### src/rtl/tx_seq_ack_tracker.sv
// PCIe DLL TX sequence/ack tracker: owns NEXT_TRANSMIT_SEQ, ACKD_SEQ, REPLAY_NUM and replay timer.
// Optional feature macro DLLP_ERR_CNT_EN adds the saturating dllp_err_cnt output.
module tx_seq_ack_tracker #(
    parameter int unsigned REPLAY_TIMEOUT = 711,
    parameter int unsigned TIMER_W        = 12
) (
    input  logic        clk,
    input  logic        rst,
    input  logic        DL_Down,
    input  logic        tlp_sent,
    input  logic        dllp_valid,
    input  logic        dllp_is_nak,
    input  logic [11:0] dllp_seq,
    output logic [11:0] next_tx_seq,
    output logic [11:0] ackd_seq,
    output logic [11:0] outstanding,
    output logic        tx_stall,
    output logic        purge_valid,
    output logic [11:0] purge_count,
    output logic        replay_start,
    input  logic        replay_done,
    output logic [1:0]  replay_num,
    output logic        retrain_req,
    output logic        dllp_err
`ifdef DLLP_ERR_CNT_EN
    ,
    output logic [7:0]  dllp_err_cnt
`endif
);

    typedef enum logic [0:0] {StIdle, StReplay} state_e;

    state_e             r_state, w_state_d;
    logic [11:0]        r_next_tx_seq, w_next_tx_seq_d;
    logic [11:0]        r_ackd_seq, w_ackd_seq_d;
    logic [1:0]         r_replay_num, w_replay_num_d, w_replay_base;
    logic [TIMER_W-1:0] r_timer, w_timer_d;
    logic               r_purge_valid;
    logic [11:0]        r_purge_count, w_purge_count_d;
    logic               r_replay_start;
    logic               r_retrain_req, w_retrain_d;
    logic               r_dllp_err;

    logic [11:0] w_outstanding;
    logic [11:0] w_d;
    logic        w_stall;
    logic        w_tlp_acc;
    logic        w_in_range;
    logic        w_err;
    logic        w_fwd;
    logic        w_nak_init;
    logic        w_timer_live;
    logic        w_expire;
    logic        w_init;

    assign w_outstanding = r_next_tx_seq - r_ackd_seq - 12'd1;
    // Outstanding never exceeds 2048, so bit 11 alone flags the window limit.
    assign w_stall       = w_outstanding[11] | (r_state == StReplay);
    assign w_tlp_acc     = tlp_sent & ~w_stall;

    assign w_d           = dllp_seq - r_ackd_seq;
    assign w_in_range    = (w_d <= w_outstanding);
    assign w_err         = dllp_valid & ~w_in_range;
    assign w_fwd         = dllp_valid & w_in_range & (w_d != 12'd0);
    // Within range, o-d > 0 is simply d != o.
    assign w_nak_init    = dllp_valid & dllp_is_nak & w_in_range & (r_state == StIdle)
                         & (w_d != w_outstanding);

    assign w_timer_live  = (r_state == StIdle) & (w_outstanding != 12'd0);
    assign w_expire      = w_timer_live & (r_timer == TIMER_W'(REPLAY_TIMEOUT - 1)) & ~w_fwd;
    assign w_init        = w_nak_init | w_expire;

    always_comb begin
        w_state_d       = r_state;
        w_next_tx_seq_d = r_next_tx_seq + {11'd0, w_tlp_acc};
        w_ackd_seq_d    = r_ackd_seq;
        w_purge_count_d = 12'd0;
        w_timer_d       = '0;
        w_retrain_d     = 1'b0;
        w_replay_base   = r_replay_num;
        w_replay_num_d  = r_replay_num;

        if (w_fwd) begin
            w_ackd_seq_d    = dllp_seq;
            w_purge_count_d = w_d;
            w_replay_base   = 2'd0;
            w_replay_num_d  = 2'd0;
        end

        if (w_init) begin
            if (w_replay_base == 2'd3) begin
                w_replay_num_d = 2'd0;
                w_retrain_d    = 1'b1;
            end else begin
                w_replay_num_d = w_replay_base + 2'd1;
            end
        end

        case (r_state)
            StIdle: begin
                if (w_init) begin
                    w_state_d = StReplay;
                end
            end
            StReplay: begin
                if (replay_done) begin
                    w_state_d = StIdle;
                end
            end
            default: w_state_d = StIdle;
        endcase

        // Timer counts only while live; any restart, initiation or replay returns it to zero.
        if (w_timer_live && !w_init && !w_fwd) begin
            w_timer_d = r_timer + TIMER_W'(1);
        end
    end

    always_ff @(posedge clk) begin
        if (rst || DL_Down) begin
            r_state        <= StIdle;
            r_next_tx_seq  <= 12'd0;
            r_ackd_seq     <= 12'hFFF;
            r_replay_num   <= 2'd0;
            r_timer        <= '0;
            r_purge_valid  <= 1'b0;
            r_purge_count  <= 12'd0;
            r_replay_start <= 1'b0;
            r_retrain_req  <= 1'b0;
            r_dllp_err     <= 1'b0;
        end else begin
            r_state        <= w_state_d;
            r_next_tx_seq  <= w_next_tx_seq_d;
            r_ackd_seq     <= w_ackd_seq_d;
            r_replay_num   <= w_replay_num_d;
            r_timer        <= w_timer_d;
            r_purge_valid  <= w_fwd;
            r_purge_count  <= w_purge_count_d;
            r_replay_start <= w_init;
            r_retrain_req  <= w_retrain_d;
            r_dllp_err     <= w_err;
        end
    end

`ifdef DLLP_ERR_CNT_EN
    logic [7:0] r_err_cnt;

    always_ff @(posedge clk) begin
        if (rst || DL_Down) begin
            r_err_cnt <= 8'd0;
        end else if (w_err && (r_err_cnt != 8'hFF)) begin
            r_err_cnt <= r_err_cnt + 8'd1;
        end
    end

    assign dllp_err_cnt = r_err_cnt;
`endif

    assign next_tx_seq  = r_next_tx_seq;
    assign ackd_seq     = r_ackd_seq;
    assign outstanding  = w_outstanding;
    assign tx_stall     = w_stall;
    assign purge_valid  = r_purge_valid;
    assign purge_count  = r_purge_count;
    assign replay_start = r_replay_start;
    assign replay_num   = r_replay_num;
    assign retrain_req  = r_retrain_req;
    assign dllp_err     = r_dllp_err;

endmodule

### config.mk
export PLATFORM = sky130hd
export DESIGN_NAME = tx_seq_ack_tracker
export DESIGN_NICKNAME = d
export VERILOG_FILES = /design/src/rtl/tx_seq_ack_tracker.sv
export SDC_FILE = /design/constraint.sdc
export NUM_CORES = 1
export LEC_CHECK = 0
export ABC_AREA = 1
export CAP_MARGIN = 0
export CORE_MARGIN = 3
export CORE_UTILIZATION = 50
export DETAILED_ROUTE_END_ITERATION = 10
export PLACE_DENSITY_LB_ADDON = 0.1
export SLEW_MARGIN = 10
export SYNTH_ARGS = -nofsm -noshare
export SYNTH_HDL_FRONTEND = slang
export SYNTH_SLANG_ARGS = --single-unit
### constraint.sdc
create_clock -name clk -period 7.7 [get_ports clk]
set_clock_uncertainty 0.2 [all_clocks]
set_input_delay 1.155 -clock clk [delete_from_list [all_inputs] [get_ports clk]]
set_output_delay 1.155 -clock clk [all_outputs]
set_load 0.05 [all_outputs]
-- After elaboration in Yosys (flattened, before gate mapping)
Index checks and enable logic that the tools add are counted.
Widths: inputs -> output; s select.
- logic and storage cells: 56
- output and inout bits: 55
- register bits: 55
- mux-type cells: 7
- equal/unequal tests: 3
- add/subtract/negate cells: 6
- reduce and logical (&&, ||, !) cells: 10
- bitwise gates (word level): 19
- magnitude comparators: 1
- operators with widths (operator ; count):
    $reduce_bool 12->1 ; 2
    $sub 12x12->12 ; 2
    $add 12x1->12 ; 1
    $add 12x1->12 const B ; 1
    $eq 12x10->1 const B ; 1
    $le 12x12->1 ; 1
    $ne 12x12->1 ; 1
    $sub 12x1->12 const B ; 1
    $and 1x1->1 ; 11
    $mux 2 ; 3
    $not 1->1 ; 6
    $reduce_or 2->1 ; 3
    $mux 1 ; 3
    $add 2x1->2 const B ; 1
    $eq 2x2->1 const B ; 1
    $logic_and 1x1->1 ; 2
    $logic_not 1->1 ; 2
    $or 1x1->1 ; 2
    $pmux 1 s2 ; 1
    $logic_or 1x1->1 ; 1

-- Logic depth before layout (Yosys ltp)
- depth after elaboration: 13
- gate-level depth with buffers: 25
- mapped depth without buffers: 25

-- Worst setup path before layout
Ideal clock, no wire load.
- path type: reg-to-reg
- start point: reg r_next_tx_seq[0] (netlist: next_tx_seq[0])
- end point: reg r_timer[2]
- arrival: 3.849 ns
- library setup time: 0.117 ns
- data required time: 7.383 ns
- period minus slack after synthesis: 4.166 ns
- cell stages (with the launch flop): 21
- slack: 3.534 ns
- cell sequence: dfxtp_1 -> ha_1 -> inv_1 -> fa_1 -> inv_1 -> nand2_1 -> nand2_1 -> nand3_1 -> nand2_1 -> nand2_1 -> nand2_1 -> inv_1 -> ha_1 -> nand4_1 -> nor2_1 -> nand4_1 -> a21boi_1 -> nand4_1 -> nand4_2 -> buf_6 -> nor2_2
- cells in the longest elaborated chain, start to end: 13
- ends and longest elaborated chain (item ; RTL line ; source):
    from (decl) ; 34 ; logic [11:0] r_next_tx_seq, w_next_tx_seq_d;
    from (signal assigned) ; 133 ; r_next_tx_seq <= w_next_tx_seq_d;
    $sub 12x12->12 * ; 56 ; assign w_outstanding = r_next_tx_seq - r_ackd_seq - 12'd1;
    $sub 12x1->12 * ; 56 ;
    via outstanding[6] ; 16 ; output logic [11:0] outstanding,
    $le 12x12->1 ; 62 ; assign w_in_range = (w_d <= w_outstanding);
    $and 1x1->1 (2 in a row) ; 64 ; assign w_fwd = dllp_valid & w_in_range & (w_d != 12'd0);
    $not 1->1 (no line) ; - ;
    $and 1x1->1 ; 70 ; assign w_expire = w_timer_live & (r_timer == TIMER_W'(REPLAY_TIMEOUT - 1)) & ~w_fwd;
    $or 1x1->1 ; 71 ; assign w_init = w_nak_init | w_expire;
    $logic_not 1->1 ; 114 ; if (w_timer_live && !w_init && !w_fwd) begin
    $logic_and 1x1->1 ; 114 ;
    $logic_and 1x1->1 * ; 114 ;
    $not 1->1 (no line) * ; - ;
    $reduce_or 2->1 (no line) * ; - ;
    to (signal assigned) ; 136 ; r_timer <= w_timer_d;
    to (decl) ; 37 ; logic [TIMER_W-1:0] r_timer, w_timer_d;
The timed path passes the listed nets; every way through them passes the cells marked *.
A chain may end at the register's enable or synchronous reset.

-- Final worst setup path
- start point: in dllp_seq[0]
- end point: reg r_timer[0]
- cells in the longest elaborated chain, start to end: 12
- ends and longest elaborated chain (item ; RTL line ; source):
    from (decl) ; 13 ; input logic [11:0] dllp_seq,
    $sub 12x12->12 * ; 61 ; assign w_d = dllp_seq - r_ackd_seq;
    via w_d[8] ; 45 ; logic [11:0] w_d;
    $le 12x12->1 ; 62 ;
    $and 1x1->1 (2 in a row) ; 64 ;
    $not 1->1 (no line) ; - ;
    $and 1x1->1 ; 70 ;
    $or 1x1->1 ; 71 ;
    $logic_not 1->1 ; 114 ;
    $logic_and 1x1->1 ; 114 ;
    $logic_and 1x1->1 * ; 114 ;
    $not 1->1 (no line) * ; - ;
    $reduce_or 2->1 (no line) * ; - ;
Marks and branches as above.

==> results_dict.tcl <==
set metrics [dict create \
    drt-total-wl_mm 9.93 \
    worst_slew_pin_slew_ps 512 \
    num_vias 3850 \
    gp_congestion 0.921 \
    die-area_mm2 0.00887 \
    max_freq_mhz 208 \
    synth_seq_area_share 0.283 \
    cts.clk_slew.worst_paths_ps 110 \
    fin_tns_setup_ps 0 \
    async_reset_ff_frac 0 \
    multi_input_area_mm2 0.00231 \
    critical-path-slowest-cell "nand4_2" \
    area_growth_pct 23.5 \
    reg2reg_depth 19 \
    r2r_slack_ps 3570 \
    cp_num_buf_inv 3 \
    setup_viol 0 \
    cts_hold_buffers 0 \
    fin_nets 725 \
    clock_latency_ps 320 \
    layout-drive-gt1-share 0.0705 \
    yosys_warnings 0 \
    cts_tree "yes" \
    antenna_left 0 \
    path_depth 19 \
    status "complete, no violations" \
    crit_top_cell "nand2_1" \
    ctsResizeCount 0 \
    min-delay-start "r_timer[0]" \
    avgSynthCellArea_um2 6.58 \
    ir_worst_vdd_v 0.0000884 \
    arrival_ps 4820 \
    antenna_found_initial 0 \
    dieWidth_um 94.2 \
    dr.pass1.iters 5 \
    cp_top_family "simple AND/OR/NAND/NOR gates" \
    p_per_area_mw_per_mm2 128 \
    relSlewSlack 0.658 \
    wl_per_cell_um 13.0 \
    synth_nets 650 \
    clockBufferDepth 2 \
    fillCellCount 716 \
    cts_root_buffer "clkbuf_8" \
    grt.total_usage 0.233 \
    leakagePower_nw 2.44 \
    crit_chain "clkdlybuf4s50_1 > inv_1 > ha_1 > inv_1 > fa_1 > nand2_1 > nand2_1 > nand3_1 > nand2_1 > nand2_1 > nand2_1 > ha_1 > nand3_1 > nor2_1 > nand4_1 > a21boi_1 > nand4_1 > nand4_2 > nor2_1" \
    ctsHtreeMaxLevel 2 \
    coreArea_mm2 0.00741 \
    dp_hpwl_mm 8.11 \
    hp-class "reg -> reg" \
    grt_max_degree 24 \
    ys_types 34 \
    io_pins 74 \
    min_period_ps 4820 \
    start_util 0.525 \
    overflow 0 \
    setup.worst_path.start "dllp_seq[0]" \
    grt_pass1_vias 3659 \
    cts_buffers 5 \
    cts.sink_count 55 \
    synth_top_flop_cell "dfxtp_1" \
    slowest_delay_ps 480 \
    drcViolationCount 0 \
    period_share 0.626 \
    crit_path_max_fanout 12 \
    synth_area_mm2 0.00389 \
    yosysTopAreaCell "dfxtp_1" \
    synth_edf_count 0 \
    endpoint_kind "flop" \
    vias_per_cell 5.03 \
    critPathLaunchType "primary input" \
    r2r-start "next_tx_seq[0]" \
    hold_viol 0 \
    synth_area_leaders "dfxtp_1 (28%), nand2_1 (14%), ha_1 (12%)" \
    synthCells 591 \
    crit_end "r_timer[0]" \
    regArea_mm2 0.00110 \
    antennaDiodeCount 0 \
    rsz0062_at_grt "no" \
    cp.required_ps 7710 \
    finalPower_uw 615 \
    cts_post_setup_buffers_inserted 0 \
    ys_seq_elements 55 \
    rows 31 \
    port_buffers 73 \
    fp.dieH_um 94.2 \
    crit_type "in -> reg" \
    synthDominantCellAreaShare 0.283 \
    cap_violations 0 \
    slew_viol_final 0 \
    drtIter0Drc 106 \
    timing.rr.end "r_timer[0]" \
    grt_pass1_wl_mm 16.3 \
]
synthesized netlist by cell type (2+ instances only):
cell / number
inv_1: 113
ha_1: 38
nand2_2: 8
fa_1: 2
inv_2: 3
nor4_1: 2
a21oi_1: 37
or2_2: 2
nor3_1: 8
nand4_1: 13
nand3_1: 44
nor2_1: 62
nand2_1: 144
o21ai_0: 8
buf_6: 2
dfxtp_1: 55
nand3_2: 3
buf_2: 2
xnor2_1: 6
xor2_1: 9
nor2_2: 16
nand4_2: 2
per-stage QoR:
stage	worst slack (ps)	utilization	std cells	instance area, µm²	hold slack [ps]
2_1_floorplan	3530	-	591	3890	230
3_3_place_gp	2800	0.635	758	4710	244
3_5_place_dp	2670	0.635	758	4710	256
4_1_cts	2930	0.648	766	4800	284
5_1_grt	2440	0.648	766	4800	328
6_report	2880	0.648	766	4800	282
cell families after synthesis:
family                     synth area share
and+or+nand+nor                       0.353
buffers and inverters                 0.123
DFF                                   0.283
AOI/OAI and AO/OA                    0.0698
adders and majority gates             0.133
xor gates and xnor gates             0.0380
cells in the final DEF (no fill, tap or decap):
cell               n
clkinvlp_4         1
clkbuf_8           5
nor2_4             1
a21boi_1           1
o22a_1             1
inv_2              3
clkinv_4           1
nand2_2            8
nor4_1             2
or2_2              2
and3_1             1
a21oi_2            1
a21o_1             1
nand4_1           13
nand3_2            3
nor2_1            62
fa_1               2
xnor2_1            6
nor2_2            16
inv_1            113
a31oi_1            1
nand2_4            1
nand2_1          144
nor3_1             8
o21ai_0            8
xor2_2             1
a22oi_1            1
a21oi_1           37
inv_8              1
buf_4              1
xor2_1             9
dfxtp_1           55
clkdlybuf4s50_1   73
nand4_2            2
nand3_1           44
ha_1              38
sequential cells by signal (all words and copies together), names as in the netlist:
name and cells:
purge_valid 1, r_timer 12, purge_count 12, replay_start 1, retrain_req 1, r_state 1, replay_num 2, ackd_seq 12
next_tx_seq 12, dllp_err 1
per-layer routing:
layer  global-route usage  routed length [µm]  vias up
li1                     -                   -     2004
met1                0.294                4540     1732
met2                0.409                4720       97
met3               0.0313                 468       17
met4               0.0734                 199        0
met5                    0                   0        -
worst min-delay path by stage:
stage                            end  cells past startpoint  slack, ps
after global placement    r_timer[0]                      1        240
final                     r_timer[0]                      1        280
after floorplan           r_timer[0]                      1        230
after CTS                 r_timer[0]                      1        280
after global routing      r_timer[0]                      1        330
after detailed placement  r_timer[0]                      1        260
final cells by class:
cell class | count | share of cell area
Clock buffer | 5 | 0.0143
Tap cell | 99 | 0.0258
Timing Repair Buffer | 74 | 0.154
Inverter | 116 | 0.0906
Multi-Input combinational cell | 414 | 0.481
Sequential cell | 55 | 0.229
Clock inverter | 3 | 0.00573
worst register-to-register path, delay by kind of cell, from the launching register on:
kind                     cells  cell delay, ps
AO/OA/AOI/OAI                1             360
adder cells (fa/ha/maj)      3             940
buffers and inverters        3             240
flip-flops                   1             410
AND/OR/NAND/NOR             12            1880
power breakdown:
part	total [mW]	leakage, nW	internal, mW	switching, mW
logic	0.150	1.95	0.0537	0.0965
clock network	0.172	0.0463	0.0670	0.105
registers	0.293	0.445	0.289	0.00301
total	0.615	2.44	0.410	0.204
Note: power is estimated with default switching activity, not from simulation.
==> RTL change 1: new RTL, same flow settings <==
Set the parameter `TIMER_W` to 18 (it was 12).
--- a/src/rtl/tx_seq_ack_tracker.sv
+++ b/src/rtl/tx_seq_ack_tracker.sv
@@ -2,7 +2,7 @@
 // Optional feature macro DLLP_ERR_CNT_EN adds the saturating dllp_err_cnt output.
 module tx_seq_ack_tracker #(
     parameter int unsigned REPLAY_TIMEOUT = 711,
-    parameter int unsigned TIMER_W        = 12
+    parameter int unsigned TIMER_W        = 18
 ) (
     input  logic        clk,
     input  logic        rst,
Behaviour: same outputs for any inputs over 4 cycles, from zero or initial values; that may be too few to reach the edited logic, so the function may still have changed.
==> RTL change 1 against the original RTL <==
Non-clock buffer count is 1 lower. Routed wire length up 12%. Critical path depth increased by 3. Critical endpoint is now r_timer[4]$_SDFF_PP0_. Count of clock-buffer cells in the layout up 5. Worst setup slack better by 0.16 ns. Total power up 34%. Synthesized area up 8.3%. Design area grew 9.2%. Via count increased by 9.4%. Sequential cell count grew 6.
==> RTL change 1: results (changes against the original RTL) <==
• **outcome** complete, no violations
• **share of the yosys chip area belonging to registers** 29.00%, +0.68 points
• **family of cells with the greatest summed delay on the critical path** simple AND/OR/NAND/NOR gates
• **met2 track demand over resource in global routing** 38.59%, -2.3 points
• **number of vias in the routed layout** 4,210, +9.4%
• **flip-flop and latch area** 1221 um2, +11%
• **total track usage** 24.14%, +0.83 points
• **power in combinational cells** 172 uW, +15%
• **WP data arrival** 4.74 ns, -0.08 ns
• **Commonest cells post-synth** 161 x sky130_fd_sc_hd__nand2_1, 125 x sky130_fd_sc_hd__inv_1, 74 x sky130_fd_sc_hd__nor2_1
• **vias in the first global route** 4,028, +10%
• **sequential power share** 39.5%, -8.1 points
• **Post-CTS Setup Repair Bufs** 0, unchanged
• **slew of the pin with the lowest slew margin** 0.8621 ns, +0.3502 ns
• **number of cells on the worst reg-to-reg path** 20, +1
• **pin count of the biggest net entering global routing** 23, -4.2%
• **Sw Pwr** 250.9 uW, +23%
• **count of fill cells added during filler insertion** 723, +0.98%
• **maximum ir drop on the vdd rail** 0.0001355 V, +53%
• **starting DRC count in detailed routing** 254, +140%
• **post-detail-place hpwl** 8858 um, +9.3%
• **Power, Total** 823.4 uW, +34%
• **final setup margin** 3.042 ns, +0.1602 ns
• **leakage power** 2.577 nW, +5.7%
• **Slowest Stage Delay on Critical Path** 0.45 ns, -0.03 ns
• **H-tree depth** 3, +1
• **Routed met2 length** 5010 um, +6.2%
• **Worst path slowest cell** sky130_fd_sc_hd__clkdlybuf4s50_1
• **first-pass GRT wire length** 18,840 um, +16%
• **Placed Area** 5022 um2, +6.7%
• **leading post-synthesis cells by cell area** sky130_fd_sc_hd__dfxtp_1 29%, sky130_fd_sc_hd__nand2_1 14%, sky130_fd_sc_hd__ha_1 11%
• **Reg2Reg Setup Slack** 3.71 ns, +0.14 ns
• **Place WS** 2.635 ns, -0.03504 ns
• **compound-cell area share of the yosys netlist** 6.417%, -0.56 points
• **share of layout cells above drive strength 1** 6.086%, -0.96 points
• **Met1 Routed Length** 5235 um, +15%
• **synthesized area per cell** 6.581 um2, about the same
• **Final Routed Wirelength** 11,080 um, +12%
• **Clock transition at path regs** 0.07 ns, -0.04 ns
• **Post-Synthesis Net Count** 699, +7.5%
• **routed wire length on met3** 632 um, +35%
• **worst setup path end** r_timer[4]$_SDFF_PP0_
• **xor/xnor cell area share of the yosys netlist** 4.337%, +0.54 points
• **detail-routed via count per cell** 5.103, +1.5%
• **fin nets** 777, +7.2%
• **global routing met1 resource utilization** 32.67%, +3.3 points
• **final RePlAce weighted congestion** 0.9288, +0.81%
• **Post-Synth Adder-Cell Area** 12.24%, -1.0 points
• **Worst-Skew Late Latency** 0.35 ns, +0.03 ns
• **Pre-Repair DR Iteration Count** 4, -1
• **number of buffers inserted during clock tree synthesis** 9, +4
• **placed cell count** 809, +6.7%
==> RTL change 1: cell types whose count changed after synthesis, moves of 3 or more <==
| cell | delta |
|---|---|
| sky130_fd_sc_hd__nand2_1 | +17 |
| sky130_fd_sc_hd__inv_1 | +12 |
| sky130_fd_sc_hd__nor2_1 | +12 |
| sky130_fd_sc_hd__xor2_1 | +7 |
| sky130_fd_sc_hd__dfxtp_1 | +6 |
| sky130_fd_sc_hd__nand2_2 | -6 |
| sky130_fd_sc_hd__nand3b_1 | +4 |
| sky130_fd_sc_hd__nand3_2 | -3 |
| sky130_fd_sc_hd__nor2_2 | -3 |
| sky130_fd_sc_hd__nor4_1 | +3 |
| sky130_fd_sc_hd__xnor2_1 | -3 |
==> RTL change 1: cell type report <==
cell class / instances / area share [%]
clock inverters: 6 / 1.646
inverters: 127 / 9.087
well taps: 102 / 2.433
clock buffers: 10 / 2.623
repair buffers: 73 / 13.93
flip-flops and latches: 61 / 23.28
multi-input cells: 446 / 47.01
==> RTL change 1: worst min path at each step <==
stage / from / endpoint / slack [ns] / depth (start not counted)
after floorplan: r_timer[0]$_SDFF_PP0_ / r_timer[0]$_SDFF_PP0_ / 0.24 / 1
final: r_timer[0]$_SDFF_PP0_ / r_timer[0]$_SDFF_PP0_ / 0.29 / 1
after detailed placement: r_timer[0]$_SDFF_PP0_ / r_timer[0]$_SDFF_PP0_ / 0.27 / 1
after CTS: r_timer[0]$_SDFF_PP0_ / r_timer[0]$_SDFF_PP0_ / 0.29 / 1
after global routing: next_tx_seq[11]$_SDFF_PP0_ / next_tx_seq[11]$_SDFF_PP0_ / 0.30 / 1
after global placement: r_timer[0]$_SDFF_PP0_ / r_timer[0]$_SDFF_PP0_ / 0.25 / 1
==> RTL change 2: new RTL, same settings <==
Made on the original files. Register the output `purge_count` once more, without a reset; this adds one clock of latency there. The other outputs are not delayed to match.
--- a/src/rtl/tx_seq_ack_tracker.sv
+++ b/src/rtl/tx_seq_ack_tracker.sv
@@ -161,7 +161,9 @@
     assign outstanding  = w_outstanding;
     assign tx_stall     = w_stall;
     assign purge_valid  = r_purge_valid;
-    assign purge_count  = r_purge_count;
+    always_ff @(posedge clk) begin
+        purge_count <= r_purge_count;
+    end
     assign replay_start = r_replay_start;
     assign replay_num   = r_replay_num;
     assign retrain_req  = r_retrain_req;
Behaviour: not the same (Yosys sat finds a counterexample within 4 cycles, from zero or initial values).
==> RTL change 2 against the original RTL <==
Total power is 35% higher. Routed wire length is 2.5% higher. Fmax is 2.3% lower. Synthesized cell count is 1.9% higher. Design area is 8.2% higher. Worst setup slack worse by 0.11 ns. Synthesized area is 7.4% higher. First-iteration DRC count is 100% higher. Die area is 6.9% higher. Critical path type unchanged. Critical endpoint is now r_timer[4]$_SDFF_PP0_. Sequential power is 22% higher. Sequential cell count is 12 higher.
==> RTL change 2: results (changes against the original RTL) <==
• **outcome** complete, no violations
• **worst hold slack** 0.1232 ns, -0.1586 ns
• **average routed wire per standard cell** 12.92 um, -0.32%
• **Worst-Skew Late Latency** 0.35 ns, +0.03 ns
• **total track usage** 21.40%, -1.9 points
• **post-detail-place hpwl** 8173 um, +0.83%
• **Post-Synthesis Net Count** 661, +1.7%
• **number of vias in the routed layout** 3,971, +3.1%
• **leakage power** 2.593 nW, +6.3%
• **Clock transition at path regs** 0.07 ns, -0.04 ns
• **fin nets** 740, +2.1%
• **starting DRC count in detailed routing** 214, +100%
• **vias in the first global route** 3,598, -1.7%
• **slew of the pin with the lowest slew margin** 0.8150 ns, +0.3032 ns
• **Max Clk Rate** 202.8 MHz, -2.3%
• **number of buffers inserted during clock tree synthesis** 9, +4
• **Sw Pwr** 256.8 uW, +26%
• **pin count of the biggest net entering global routing** 23, -4.2%
• **number of non-filler instances in the completed layout** 788, +2.9%
• **share of layout cells above drive strength 1** 9.913%, +2.9 points
• **H-tree depth** 3, +1
• **Routed met2 length** 4812 um, +2.0%
• **WP data arrival** 5.00 ns, +0.18 ns
• **Met1 Routed Length** 4705 um, +3.6%
• **Place WS** 2.465 ns, -0.2052 ns
• **leading post-synthesis cells by cell area** sky130_fd_sc_hd__dfxtp_1 32%, sky130_fd_sc_hd__nand2_1 13%, sky130_fd_sc_hd__ha_1 11%
• **routed wire length on met3** 571 um, +22%
• **Reg2Reg Setup Slack** 3.50 ns, -0.07 ns
RTL change 2: final timing paths:
kind,start,endpoint,depth (start not counted)
worst max register to register,next_tx_seq[0]$_SDFF_PP0_,r_timer[4]$_SDFF_PP0_,20
worst max-delay path,dllp_seq[0],r_timer[4]$_SDFF_PP0_,24
worst min-delay path,r_purge_count[2]$_SDFF_PP0_,purge_count[2]$_DFF_P_,0
worst min register to register,r_purge_count[2]$_SDFF_PP0_,purge_count[2]$_DFF_P_,0
RTL change 2: final cells by class:
type | instances | area (um2)
inverters | 119 | 446.7
flip-flops and latches | 67 | 1341
well taps | 102 | 127.6
clock inverters | 6 | 65.06
fillers | 726 | 2729
multi-input cells | 411 | 2350
clock buffers | 10 | 137.6
repair buffers | 73 | 730.7
RTL change 2: power groups by stage:
stage	Sequential [mW]	Combinational [mW]	Clock, mW
after global routing	0.359	0.190	0.318
after floorplan	0.384	0.104	0
after global placement	0.366	0.167	0
after detailed placement	0.366	0.171	0
after CTS	0.358	0.173	0.304
final	0.358	0.174	0.298
RTL change 2: metal layers:
layer / global-route usage (%) / up-vias
li1: - / 2027
met1: 28.74 / 1808
met2: 35.42 / 125
met3: 4.092 / 11
met4: 5.218 / 0
met5: 0 / -
RTL change 2: cells by family (layout without fill, tap and decap cells):
family / count (synthesis) / in the layout / share of synthesized area (%)
xor gates and xnor gates: 18 / 18 / 4.134
DFF: 67 / 67 / 32.12
and+or+nand+nor: 309 / 309 / 33.37
AOI/OAI and AO/OA: 44 / 44 / 6.411
buffers and inverters: 124 / 208 / 11.62
adders and majority gates: 40 / 40 / 12.34
